===== src/rtl/display_scan_ctrl.sv =====
// Round-robin scan driver for the 4-digit stopwatch display: dead time, leading-zero
// blanking, per-digit blink and colon dot, with patterns latched once per frame.
module display_scan_ctrl #(
   parameter int REFRESH_DIV  = 100000,
   parameter int BLANK_CYCLES = 1000,
   parameter int BLINK_DIV    = 125
) (
   input  logic       clk,
   input  logic       rst_n,
   input  logic       en,
   input  logic [6:0] dig0_seg,
   input  logic [6:0] dig1_seg,
   input  logic [6:0] dig2_seg,
   input  logic [6:0] dig3_seg,
   input  logic       lz_en,
   input  logic [3:0] blink_mask,
   input  logic       colon_en,
   output logic [6:0] seg,
   output logic       dp,
   output logic [3:0] an,
   output logic       frame_tick
);

   localparam int SW = (REFRESH_DIV > 1) ? $clog2(REFRESH_DIV) : 1;
   localparam int BW = $clog2(BLINK_DIV) + 1;
   localparam logic [SW-1:0] SLOT_LAST  = SW'(REFRESH_DIV - 1);
   localparam logic [SW-1:0] BLANK_END  = SW'(BLANK_CYCLES);
   localparam logic [BW-1:0] BLINK_LAST = BW'(BLINK_DIV - 1);
   localparam logic [6:0]    SEG_ZERO   = 7'b1000000;
   localparam logic [6:0]    SEG_OFF    = 7'h7F;

   logic [SW-1:0] slot_cnt;
   logic [1:0]    idx;
   logic [BW-1:0] blink_cnt;
   logic          blink_phase;
   logic [6:0]    latch [4];

   logic       slot_last;
   logic       frame_end;
   logic       dead;
   logic       suppress;
   logic [3:0] an_nxt;
   logic [6:0] seg_nxt;
   logic       dp_nxt;

   always_comb begin
      slot_last = (slot_cnt == SLOT_LAST);
      frame_end = slot_last && (idx == 2'd3);
      dead      = (slot_cnt < BLANK_END);
      suppress  = (blink_mask[idx] && blink_phase) ||
                  ((idx == 2'd0) && lz_en && (latch[0] == SEG_ZERO));
      an_nxt    = 4'hF;
      seg_nxt   = SEG_OFF;
      dp_nxt    = 1'b1;
      if (!dead && !suppress) begin
         an_nxt  = ~(4'b1000 >> idx);
         seg_nxt = latch[idx];
         dp_nxt  = ~(colon_en && (idx == 2'd1));
      end
   end

   always_ff @(posedge clk or negedge rst_n) begin
      if (!rst_n) begin
         slot_cnt    <= '0;
         idx         <= 2'd0;
         blink_cnt   <= '0;
         blink_phase <= 1'b0;
         latch[0]    <= SEG_OFF;
         latch[1]    <= SEG_OFF;
         latch[2]    <= SEG_OFF;
         latch[3]    <= SEG_OFF;
         an          <= 4'hF;
         seg         <= SEG_OFF;
         dp          <= 1'b1;
         frame_tick  <= 1'b0;
      end else if (!en) begin
         // held dark with latches following the inputs so a restart shows current data
         slot_cnt    <= '0;
         idx         <= 2'd0;
         blink_cnt   <= '0;
         blink_phase <= 1'b0;
         latch[0]    <= dig0_seg;
         latch[1]    <= dig1_seg;
         latch[2]    <= dig2_seg;
         latch[3]    <= dig3_seg;
         an          <= 4'hF;
         seg         <= SEG_OFF;
         dp          <= 1'b1;
         frame_tick  <= 1'b0;
      end else begin
         frame_tick <= frame_end;
         an         <= an_nxt;
         seg        <= seg_nxt;
         dp         <= dp_nxt;
         if (slot_last) begin
            slot_cnt <= '0;
            idx      <= idx + 2'd1;
         end else begin
            slot_cnt <= slot_cnt + 1'b1;
         end
         if (frame_end) begin
            latch[0] <= dig0_seg;
            latch[1] <= dig1_seg;
            latch[2] <= dig2_seg;
            latch[3] <= dig3_seg;
            if (blink_cnt == BLINK_LAST) begin
               blink_cnt   <= '0;
               blink_phase <= ~blink_phase;
            end else begin
               blink_cnt <= blink_cnt + 1'b1;
            end
         end
      end
   end

endmodule


===== config.mk =====
export PLATFORM = sky130hd
export DESIGN_NAME = display_scan_ctrl
export DESIGN_NICKNAME = d
export VERILOG_FILES = /design/src/rtl/display_scan_ctrl.sv
export SDC_FILE = /design/constraint.sdc
export NUM_CORES = 1
export LEC_CHECK = 0
export BUFFER_PORTS_ARGS = -buffer_cell sky130_fd_sc_hd__buf_2
export CAP_MARGIN = 20
export CORE_ASPECT_RATIO = 2
export CORE_MARGIN = 2
export CORE_UTILIZATION = 57
export DETAILED_ROUTE_END_ITERATION = 8
export PLACE_DENSITY_LB_ADDON = 0.15
export SYNTH_ARGS = -nofsm -noshare
export SYNTH_HDL_FRONTEND = slang
export SYNTH_SLANG_ARGS = --single-unit

===== constraint.sdc =====
create_clock -name clk -period 2.4 [get_ports clk]
set_input_delay 0.24 -clock clk [delete_from_list [all_inputs] [get_ports clk]]
set_output_delay 0.24 -clock clk [all_outputs]
set_load 0.01 [all_outputs]

==> flow_summary.json, run 1 <==
{
  "fp.coreArea_mm2": 0.00571,
  "slowest_delay_ps": 390,
  "drv_cap": 0,
  "clock.fmax_mhz": 478,
  "min_path_cells": 2,
  "crit_required_ps": 2650,
  "outcome": "complete, no violations",
  "muxShareOfSynthArea_pct": 15.1,
  "dieArea_mm2": 0.00652,
  "synth-edff-count": 0,
  "wl_per_cell_um": 17.3,
  "avgSynthCellArea_um2": 12.5,
  "rsz0062_at_grt": "no",
  "clk_pin_slew_ps": 50,
  "maxSlewViolCount": 0,
  "worstPathCellList": "ha_1 -> and4_2 -> nand4_4 -> o21ai_4 -> buf_12 -> mux2_2",
  "fillers": 431,
  "hold_violations": 0,
  "finalPower_mw": 2.72,
  "cp_top_family": "simple AND/OR/NAND/NOR gates",
  "crit_arrival_ps": 2340,
  "hpwl_mm": 4.98,
  "yosys_warnings": 0,
  "p_leak_nw": 1.59,
  "relSlewSlack_pct": 58.6,
  "cts_resized": 0,
  "timing.critical_path.buf_inv": 1,
  "via_per_inst": 5.92,
  "dr_total_vias": 2301,
  "cp.depth": 6,
  "fin_nets": 367,
  "num_antenna_cells": 0,
  "ys.flop_type": "dfstp_2",
  "skew_ps": 5.88,
  "crit_type": "flop to flop",
  "critPathMaxFanout": 33,
  "reg2reg_depth": 6,
  "area_growth_pct": 18.3,
  "antenna_found_initial": 0,
  "initial_core_util_pct": 58.5,
  "syn_inst": 268,
  "synthXorXnorAreaFrac_pct": 3.15,
  "fp.dieH_um": 112,
  "worst_pin_slew_ps": 621,
  "gp_congestion": 0.837,
  "drc": 0,
  "cts_sinks": 69,
  "synth_cell_types": 47,
  "setup_viol": 0,
  "cts_made_buffers": 9,
  "grtUsageTotal_pct": 23.6,
  "ys_ff_latch": 69,
  "drive_gt1_share_pct": 45.4,
  "first_pass_iters": 4,
  "syn_area_mm2": 0.00334,
  "overflow": 0,
  "pwr_density_cell_mw_per_mm2": 688,
  "async_flop_share_pct": 100,
  "startpoint_type": "flop",
  "slowest_stage": "dfrtp_1",
  "grt_pass1_wl_mm": 11.3,
  "pin_count": 50,
  "hold_path_class": "input port to flop",
  "synth_seq_area_share_pct": 53.2,
  "fin_crit_ps": 2090,
  "fin_tns_setup_ps": 0,
  "ant_nets": 0,
  "cp-end-kind": "flop",
  "cts_setup_buffers": 0,
  "grt_max_degree": 34,
  "grt_pass1_vias": 2474,
  "chipWidth_um": 58.1,
  "layout_common_cells": "49 x buf_2, 40 x dfstp_2, 29 x dfrtp_1",
  "rows": 39,
  "cts_max_path_buffers": 2,
  "cts_root_buffer": "clkbuf_16",
  "period_share_pct": 87.1,
  "wl_mm": 6.71,
  "synth.net_count": 312,
  "synthAdderAreaFrac_pct": 2.62,
  "ir_drop_mv": 0.668,
  "synth-compound-area-share_pct": 5.43,
  "synthSimpleGateAreaFrac_pct": 16.6,
  "first_iter_violations": 100,
  "h-tree-depth": 3,
  "clock_latency_ps": 330,
  "synth_top_family_by_area": "simple AND/OR/NAND/NOR gates",
  "io_buffers": 49,
  "layout_commonest_cell": "buf_2",
  "cts_tree": "done"
}
[repair_timing]
action,CTS,global route
endpoints found under the setup margin,0,0
hold endpoints to repair,9,0
hold buffers,1,0
[synth_stat cells, drive strengths merged (8+ instances only)]
cell / count / area, µm²
dfstp: 40 / 1050
a21oi: 9 / 45.0
nand4: 12 / 90.1
dfrtp: 29 / 726
buf: 9 / 72.6
nand3: 9 / 45.0
mux2: 28 / 315
inv: 11 / 41.3
nand2: 18 / 67.6
mux4: 8 / 180
nor2: 16 / 60.1
[logic make-up after synthesis]
kind of cell	after synthesis
XOR/XNOR	12
AND/OR/NAND/NOR	92
buffers and inverters	24
multiplexers	37
flip-flops	69
AO/OA/AOI/OAI	27
adder cells (fa/ha/maj)	7
[registers in the layout (all words and copies together) (netlist names), 2 cells and up]
| signal | count |
|---|---|
| seg | 7 |
| latch | 28 |
| idx | 2 |
| blink_cnt | 8 |
| an | 4 |
| slot_cnt | 17 |
[layer usage]
metal	vias up	track usage [%]	part of all wire, %
met5	-	0	0
met3	14	6.45	4.0
li1	1084	-	-
met4	0	14.6	3.3
met1	1152	23.7	35
met2	51	41.2	57
[worst reg2reg max path, delay by kind of cell (launching register included)]
kind | cells | cell delay, ps
AO/OA/AOI/OAI | 1 | 200
multiplexers | 1 | 380
buffers and inverters | 1 | 220
adder cells (fa/ha/maj) | 1 | 230
AND/OR/NAND/NOR | 2 | 600
flip-flops | 1 | 390
[path summary, 6_finish.rpt]
check | endpoint | start | slack, ps
max | latch[20] | slot_cnt[0] | 310
min | dp | colon_en | 60
max reg2reg | latch[20] | slot_cnt[0] | 310
min reg2reg | slot_cnt[0] | slot_cnt[0] | 490
max in group asynchronous | latch[6] | rst_n | 1200
min in group asynchronous | frame_tick | rst_n | 460
[through the flow]
stage | cell area, µm² | setup slack (ps) | std cells | hold slack (ps) | util [%]
final | 3950 | 309 | 389 | 59.6 | 69.2
after global routing | 3950 | 221 | 389 | 77.1 | 69.2
after CTS | 3950 | 321 | 389 | 46.7 | 69.2
after detailed placement | 3650 | 319 | 372 | 279 | 63.9
after global placement | 3650 | 378 | 372 | 277 | 63.9
after floorplan | 3340 | 521 | 268 | -55.6 | -
[cell type report]
cell class / count / area, µm² / area share [%]
Sequential cell: 69 / 1780 / 45.0
Timing Repair Buffer: 56 / 325 / 8.24
Tap cell: 61 / 76.3 / 1.93
Multi-Input combinational cell: 175 / 1430 / 36.3
Inverter: 12 / 45.0 / 1.14
Clock inverter: 1 / 5.00 / 0.127
Clock buffer: 15 / 288 / 7.29
[report_power, final]
part / internal [mW] / switching, mW / leakage (nW)
combinational: 0.0966 / 0.0738 / 0.623
sequential: 1.26 / 0.0358 / 0.823
clock: 0.810 / 0.443 / 0.146
(Power assumes the default switching activity.)
==> run 2, diff against run 1 <==
Settings changed: CORE_MARGIN 2 to not set, REMOVE_ABC_BUFFERS set to 1.
==> flow_summary.json, run 2 (same netlist as run 1, synthesis figures left out) <==
{
  "outcome": "complete, no violations",
  "dr_total_vias": 2286,
  "antenna_found_initial": 0,
  "hold_path_class": "input port to flop",
  "reg2reg_depth": 6,
  "cts_root_buffer": "clkbuf_16",
  "period_share_pct": 84.8,
  "area_growth_pct": 18.3,
  "min_to": "dp",
  "hold_slack_ps": 58.3,
  "pwr_density_cell_mw_per_mm2": 685,
  "p_leak_nw": 1.60,
  "via_per_inst": 5.86,
  "cts_setup_buffers": 0,
  "crit_required_ps": 2650,
  "drv_cap": 0,
  "rsz0062_at_grt": "no",
  "fin_crit_ps": 2040,
  "ctsHoldBuffers": 1,
  "layout_commonest_cell": "buf_2",
  "first_iter_violations": 64,
  "initial_core_util_pct": 59.0,
  "timing.rr.end": "latch[22]",
  "drc": 0,
  "reg.largest.list": "latch (28), slot_cnt (17), blink_cnt (8)",
  "io_buffers": 49,
  "clk_pin_slew_ps": 60,
  "worst_pin_slew_ps": 630,
  "fin_nets": 368,
  "grt_max_degree": 45,
  "grt_pass1_vias": 2400,
  "postPlaceCellArea_mm2": 0.00365,
  "min_path_cells": 2,
  "relSlewSlack_pct": 58.0,
  "ant_nets": 0,
  "ir_drop_mv": 0.817,
  "critPathMaxFanout": 33,
  "fin_tns_setup_ps": 0,
  "largest_register_ffs": 28,
  "cts_resized": 0,
  "pin_count": 50,
  "r2r_setup_slack_ps": 360,
  "cp-end-kind": "flop",
  "finalPower_mw": 2.70,
  "multi_input_area_mm2": 0.00143,
  "clock.fmax_mhz": 491,
  "clock_latency_ps": 330,
  "cts_sinks": 69,
  "place_ws_ps": 394,
  "ff_latch_area_mm2": 0.00178,
  "holdCritStartpoint": "colon_en",
  "gp_congestion": 0.831,
  "skew_ps": 4.78,
  "fp.dieH_um": 110,
  "hold_violations": 0,
  "layout_common_cells": "49 x buf_2, 40 x dfstp_2, 29 x dfrtp_1",
  "final_util_pct": 69.8,
  "crit_arrival_ps": 2290,
  "fp.coreArea_mm2": 0.00566,
  "overflow": 0,
  "dieArea_mm2": 0.00619,
  "h-tree-depth": 3,
  "first_pass_iters": 4,
  "rr_startpoint": "slot_cnt[0]",
  "hpwl_mm": 4.95,
  "rows": 39,
  "startpoint_type": "flop",
  "grt_pass1_wl_mm": 11.3,
  "maxSlewViolCount": 0,
  "final_area_mm2": 0.00395,
  "place_inst": 373,
  "regMostFlops": "latch",
  "fin_cells": 390,
  "drive_gt1_share_pct": 46.2,
  "cts_max_path_buffers": 2,
  "setup_ws_ps": 364,
  "cts_tree": "done",
  "setup_viol": 0,
  "fillers": 424,
  "wl_per_cell_um": 17.7,
  "wl_mm": 6.89,
  "num_antenna_cells": 0,
  "cts_made_buffers": 9,
  "chipWidth_um": 56.1,
  "grtUsageTotal_pct": 24.6,
  "crit_type": "flop to flop"
}
[run 2: worst max path at each step]
stage,end,cells past startpoint,from
after global routing,latch[22],6,slot_cnt[0]
final,latch[22],6,slot_cnt[0]
after global placement,latch[1],6,slot_cnt[0]
after CTS,latch[22],6,slot_cnt[0]
after detailed placement,latch[20],6,slot_cnt[0]
after floorplan,latch[0],4,idx[0]
[run 2: layout make-up]
cell class	instances	area share, %
sequential	69	45.0
tap	61	1.93
clock inverter	6	0.887
multi-input combinational	175	36.3
timing repair buffer	57	8.43
clock buffer	10	6.34
inverter	12	1.14
[run 2: critical path, stage by stage, from the launching register on]
cell and delay [ps]:
dfrtp_1 380, ha_1 220, and4_2 370, nand4_4 190, o21ai_4 200, buf_12 220, mux2_1 360
[run 2: routing by layer]
metal  GRT usage [%]  vias to the layer above  wire length [µm]
met2            44.0                       52              3890
met5               0                        -                 0
met1            25.8                     1128              2500
met3            6.42                       23               252
li1                -                     1083                 -
met4            14.3                        0               251
[run 2: where the power goes]
| part | total (mW) | internal (mW) | switching (mW) |
|---|---|---|---|
| Combinational | 0.171 | 0.0956 | 0.0749 |
| Clock | 1.24 | 0.755 | 0.487 |
| Sequential | 1.29 | 1.26 | 0.0360 |
